--- src/rtl/fetch_unit.sv ---
// -----------------------------------------------------------------------------
// fetch_unit
//
// Instruction fetch and program-counter stage for a LEGv8 single-cycle core.
// Holds the architectural PC and fetches one 32-bit instruction at a time
// over a request/acknowledge handshake. The instruction is held stable for
// decode while it executes. The next PC is then chosen from the register
// target (BR), the PC-relative target (B / CB taken) or PC+4.
//
// States: IDLE -> FETCH -> EXEC -> FETCH ... ; any fault -> HALT (left only by reset).
//
// Parameters
//   RESET_PC    PC value loaded on reset
//   MAX_WAIT    FETCH cycles allowed without imem_ack before a timeout (1..255)
//
// Ports
//   clk          in   1   clock, rising edge
//   reset_n      in   1   asynchronous active-low reset
//   imem_req     out  1   fetch request, high only in FETCH
//   imem_addr    out  64  fetch byte address (equals pc)
//   imem_ack     in   1   imem_data valid this cycle (sampled only in FETCH)
//   imem_data    in   32  instruction word
//   instr        out  32  registered instruction
//   instr_valid  out  1   high in EXEC
//   stall        in   1   downstream hold request (sampled in EXEC)
//   extended     in   64  sign-extended, pre-shifted branch offset
//   branch       in   1   unconditional PC-relative branch
//   cbranch      in   1   conditional branch, taken when zero=1
//   zero         in   1   ALU zero flag
//   br_reg       in   1   register-indirect branch
//   reg_target   in   64  register-indirect target
//   pc           out  64  current PC
//   fault        out  2   sticky fault: 00 none, 01 misaligned, 10 timeout
// -----------------------------------------------------------------------------
module fetch_unit #(
    parameter logic [63:0] RESET_PC = 64'h0,
    parameter int unsigned MAX_WAIT = 15
) (
    input  logic        clk,
    input  logic        reset_n,
    output logic        imem_req,
    output logic [63:0] imem_addr,
    input  logic        imem_ack,
    input  logic [31:0] imem_data,
    output logic [31:0] instr,
    output logic        instr_valid,
    input  logic        stall,
    input  logic [63:0] extended,
    input  logic        branch,
    input  logic        cbranch,
    input  logic        zero,
    input  logic        br_reg,
    input  logic [63:0] reg_target,
    output logic [63:0] pc,
    output logic [1:0]  fault
);

    localparam logic [1:0] S_IDLE  = 2'b00;
    localparam logic [1:0] S_FETCH = 2'b01;
    localparam logic [1:0] S_EXEC  = 2'b10;
    localparam logic [1:0] S_HALT  = 2'b11;

    localparam logic [1:0] FAULT_NONE     = 2'b00;
    localparam logic [1:0] FAULT_MISALIGN = 2'b01;
    localparam logic [1:0] FAULT_TIMEOUT  = 2'b10;

    // Counter value seen on the last permitted FETCH cycle; no ack there means timeout.
    localparam logic [7:0] WAIT_LAST = 8'(MAX_WAIT - 1);

    logic [1:0]  r_state;
    logic [63:0] r_pc;
    logic [31:0] r_instr;
    logic [1:0]  r_fault;
    logic [7:0]  r_wait;

    logic [63:0] w_next_pc;
    logic        w_take_rel;
    logic        w_misaligned;

    // Next-PC selection: BR has priority over B / taken CB, which beat PC+4.
    always_comb begin
        w_take_rel   = branch | (cbranch & zero);
        w_next_pc    = r_pc + 64'd4;
        if (br_reg) begin
            w_next_pc = reg_target;
        end else if (w_take_rel) begin
            w_next_pc = r_pc + extended;
        end else begin
            w_next_pc = r_pc + 64'd4;
        end
        w_misaligned = (w_next_pc[1:0] != 2'b00);
    end

    // Handshake strobes are decoded from the state register only.
    assign imem_req    = (r_state == S_FETCH);
    assign instr_valid = (r_state == S_EXEC);
    assign imem_addr   = r_pc;
    assign pc          = r_pc;
    assign instr       = r_instr;
    assign fault       = r_fault;

    // Fetch/execute sequencing, PC update, timeout and fault capture.
    always_ff @(posedge clk or negedge reset_n) begin
        if (!reset_n) begin
            r_state <= S_IDLE;
            r_pc    <= RESET_PC;
            r_instr <= 32'd0;
            r_fault <= FAULT_NONE;
            r_wait  <= 8'd0;
        end else begin
            case (r_state)
                S_IDLE: begin
                    r_state <= S_FETCH;
                end
                S_FETCH: begin
                    if (imem_ack) begin
                        r_instr <= imem_data;
                        r_wait  <= 8'd0;
                        r_state <= S_EXEC;
                    end else begin
                        r_wait <= r_wait + 8'd1;
                        // Counter is about to reach MAX_WAIT: give up.
                        if (r_wait == WAIT_LAST) begin
                            r_fault <= FAULT_TIMEOUT;
                            r_state <= S_HALT;
                        end else begin
                            r_state <= S_FETCH;
                        end
                    end
                end
                S_EXEC: begin
                    if (stall) begin
                        r_state <= S_EXEC;
                    end else if (w_misaligned) begin
                        // PC is left at the instruction that produced the bad target.
                        r_fault <= FAULT_MISALIGN;
                        r_state <= S_HALT;
                    end else begin
                        r_pc    <= w_next_pc;
                        r_state <= S_FETCH;
                    end
                end
                S_HALT: begin
                    r_state <= S_HALT;
                end
                default: begin
                    r_state <= S_HALT;
                end
            endcase
        end
    end

endmodule
--- config.mk ---
export PLATFORM = sky130hd
export DESIGN_NAME = fetch_unit
export DESIGN_NICKNAME = d
export VERILOG_FILES = /design/src/rtl/fetch_unit.sv
export SDC_FILE = /design/constraint.sdc
export NUM_CORES = 1
export LEC_CHECK = 0
export CAP_MARGIN = 20
export CORE_ASPECT_RATIO = 0.5
export CORE_UTILIZATION = 36
export CTS_BUF_LIST = sky130_fd_sc_hd__clkbuf_8
export DETAILED_ROUTE_END_ITERATION = 8
export PLACE_DENSITY_LB_ADDON = 0.3
export REMOVE_ABC_BUFFERS = 1
export SKIP_LAST_GASP = 1
export SYNTH_ARGS = -nofsm -noshare
export SYNTH_HDL_FRONTEND = slang
export SYNTH_SLANG_ARGS = --single-unit
--- constraint.sdc ---
create_clock -name clk -period 4 [get_ports clk]
set_clock_uncertainty 0.05 [all_clocks]
set_input_delay 0.4 -clock clk [delete_from_list [all_inputs] [get_ports clk]]
set_output_delay 0.4 -clock clk [all_outputs]
set_load 0.01 [all_outputs]
==> parameters.txt, run 1 <==
Parameter                              Value

Status
  Status ... finished clean

Yosys
  Mean post-synth cell area ... 7.89 um2
  Number of warnings issued by yosys ... 0
  Biggest area contributors in the synthesized netlist ... dfrtp_1 (25%), ha_1 (8.3%), a21oi_1 (5.9%)
  Post-synth EDFFs ... 0
  Most frequently used cell type in the post-synthesis netlist ... nand2_1
  Number of synthesized register bits ... 108
  Dominant synthesized flop cell ... dfrtp_1
  Sequential fraction of the synthesis area ... 0.255
  Async set-or-reset flop fraction in the synthesized netlist ... 1.00
  Number of standard cells after synthesis ... 1,344
  Count of different cell masters after synthesis ... 78
  Cell accounting for the most synthesized area ... dfrtp_1
  Post-Synthesis Cell Area ... 10,600 um2
  Synth cell count leaders ... nand2_1 (143), a21oi_1 (126), o21ai_0 (122)
  Post-synth top area share ... 0.255

Placement
  Port Buffer Count ... 331
  Estimated wirelength of the detail-placed design ... 30.3 mm
  Final weighted congestion of routability-driven global placement ... 0.985

Global routing
  Antenna violations before repair ... 1
  Pin count of the biggest net entering global routing ... 62
  All-layer global routing usage ... 0.249
  Global-route wire length before repair ... 58.6 mm
  Total global routing overflow ... 0
  Via count of the first global-routing pass ... 10,600

Die
  Placeable core region ... 28,300 um2
  Height of the die ... 123 um
  Num rows ... 43
  Overall die width ... 245 um
  I/O pin count ... 332
  Overall die area ... 30,200 um2
  Starting density of the core ... 0.375

Detailed routing
  Met1 Wirelength ... 17.2 mm
  Detailed Routing Iterations Pass 1 ... 5
  Uppermost routed layer ... met4
  Detail Route met3 WL ... 2.19 mm
  DRT iter0 DRCs ... 840
  DRC errors left ... 0
  Average vias per placed instance ... 5.61
  Wirelength per Cell ... 19.3 um
  WL met2 ... 18.2 mm
  Final wirelength ... 38.2 mm
  Vias ... 11,100
  Antenna Violating Nets Remaining ... 0

Setup path
  Worst Setup End Kind ... register
  Launching element type of the critical path ... register
  Worst flop-to-flop path startpoint ... imem_addr[8]$_DFFE_PN0P_
  CP required ... 4.34 ns
  Critical path class ... register to register
  Maximum fanout encountered on the critical timing path ... 6
  Data arrival time at the worst-slack endpoint ... 3.95 ns
  Startpoint of the most critical setup path ... imem_addr[8]$_DFFE_PN0P_

Clock tree
  Gates resized, CTS repair ... 0
  Sink Count ... 108
  Post-CTS clock slew at the launch and capture registers of the worst setup and hold paths ... 0.13 ns
  Number of buffers between clock root and the deepest sink ... 2
  TritonCTS Buffers ... 9
  Level count of the clock H-tree ... 3
  Insertion delay of the later-clocked pin in the worst-skew pair ... 0.45 ns
  Clock tree from TritonCTS ... yes
  Clock Root Buffer ... clkbuf_8

STA
  Final hold violation count ... 0
  Total setup violations reported at the end of the flow ... 0
  Period utilization ... 0.901
  Fin. max-slew vios ... 0
  Highest Clock Rate ... 277 MHz
  Setup repair after global routing missed its margin ... false
  Relative slew slack ... 0.428
  Final period demand of the worst path ... 3.61 ns
  Transition time at the pin with the least slew margin ... 0.855 ns

Final layout
  Utilization of the core after routing ... 0.502
  Relative area change from synthesis to final layout ... 33.8%
  Footprint of the multi-input gates ... 7050 um2
  Fillers ... 2,711
  Share of layout cells above drive strength 1 ... 0.0757
  Register area ... 2700 um2
  Final net count ... 1,833

Job
  Number of maximum-capacitance constraint violations ... 0

Pwr
  Max VDD drop ... 277 uV
  Static leakage ... 0.00592 uW
  Overall power consumption ... 9830 uW
  Power density cells ... 693 nW/um2

Min path
  Start point of the worst hold path ... fault[0]$_DFFE_PN0P_
  Worst hold path class ... register to register
worst paths after layout:
path	cells past startpoint	end	slack (ns)
min	1	fault[0]$_DFFE_PN0P_	0.46
max	12	imem_addr[61]$_DFFE_PN0P_	0.39
min in group asynchronous	2	imem_addr[19]$_DFFE_PN0P_	0.53
max reg2reg	12	imem_addr[61]$_DFFE_PN0P_	0.39
min reg2reg	1	fault[0]$_DFFE_PN0P_	0.46
max in group asynchronous	3	instr[11]$_DFFE_PN0P_	2.43
flip-flops by register name (all words and copies together) (netlist names):
register,cells
imem_addr,64
fault,2
r_wait,8
instr,32
r_state,2
report_power, final:
part | internal [uW] | switching [uW]
sequential | 1570 | 765
clock | 248 | 467
combinational | 3420 | 3360
total | 5240 | 4590
stage by stage:
step / instances / area (um2) / TNS, ns / worst slack, ns / hold WS [ns]
2_1_floorplan: 1212 / 9860 / -58.86 / -1.28 / 0.0544
3_3_place_gp: 1963 / 13900 / 0 / 0.0835 / 0.434
3_5_place_dp: 1964 / 14000 / 0 / 0.0145 / 0.431
4_1_cts: 1981 / 14200 / 0 / 0.410 / 0.460
5_1_grt: 1982 / 14200 / 0 / 0.183 / 0.482
6_report: 1983 / 14200 / 0 / 0.394 / 0.459
kinds of logic (layout without fill, tap and decap cells):
| group | after synthesis | in the layout | share of synthesized area |
|---|---|---|---|
| muxes | 40 | 40 | 0.0420 |
| DFF | 108 | 108 | 0.255 |
| AOI/OAI and AO/OA | 434 | 434 | 0.257 |
| other | 0 | 2 | 0 |
| xor gates and xnor gates | 107 | 107 | 0.0884 |
| adders and majority gates | 71 | 71 | 0.0845 |
| buffers and inverters | 167 | 422 | 0.0822 |
| and+or+nand+nor | 417 | 417 | 0.191 |
what timing repair did:
item,in CTS,in global routing
endpoints found under the hold margin,7,0
hold buffers,1,0
setup buffers,0,0
worst max-delay path, stage by stage (launching register included):
cell	delay, ns
dfrtp_1	0.42
ha_1	0.39
and4_4	0.22
a21o_1	0.19
or3_4	0.38
o211a_1	0.23
or3b_4	0.45
o311ai_4	0.28
a21oi_2	0.15
a31oi_2	0.21
xor2_1	0.09
a221o_1	0.34
a21oi_1	0.14
layout make-up:
class                   count  share of cell area
diodes                      2            0.000353
clock buffers               9             0.00873
well taps                 382              0.0337
flip-flops and latches    108               0.190
repair buffers            371               0.256
multi-input cells        1069               0.497
inverters                  35             0.00926
clock inverters             7             0.00538
routing by layer:
layer  vias up  GRT usage
met5         -          0
met4         0     0.0668
met3        46     0.0391
met2       414      0.422
met1      5344      0.330
li1       5324          -
cells in the final DEF (no fill, tap or decap), types with 31 or more instances in the layout:
| cell type | synthesis | layout |
|---|---|---|
| nand3_1 | 55 | 55 |
| a21oi_1 | 126 | 125 |
| ha_1 | 70 | 70 |
| mux2_2 | 36 | 36 |
| clkdlybuf4s50_1 | 0 | 329 |
| nor2_1 | 77 | 76 |
| xnor2_1 | 59 | 59 |
| a21o_1 | 45 | 45 |
| dfrtp_1 | 108 | 108 |
| buf_4 | 64 | 39 |
| inv_1 | 35 | 35 |
| xor2_1 | 48 | 48 |
| o21ai_0 | 122 | 122 |
| nand2_1 | 143 | 143 |
| nand4_1 | 31 | 31 |
No activity file was read; power rests on OpenSTA's default activity.
==> inputs of run 2 (changes only) <==
--- a/config.mk
+++ b/config.mk
@@ -9,6 +9,7 @@
 export CORE_ASPECT_RATIO = 0.5
 export CORE_UTILIZATION = 36
 export CTS_BUF_LIST = sky130_fd_sc_hd__clkbuf_8
+export CTS_CLUSTER_DIAMETER = 120
 export DETAILED_ROUTE_END_ITERATION = 8
 export PLACE_DENSITY_LB_ADDON = 0.3
 export REMOVE_ABC_BUFFERS = 1
==> results of run 2 <==
Same layout as run 1: the final DEF is identical, and so are final timing and power.
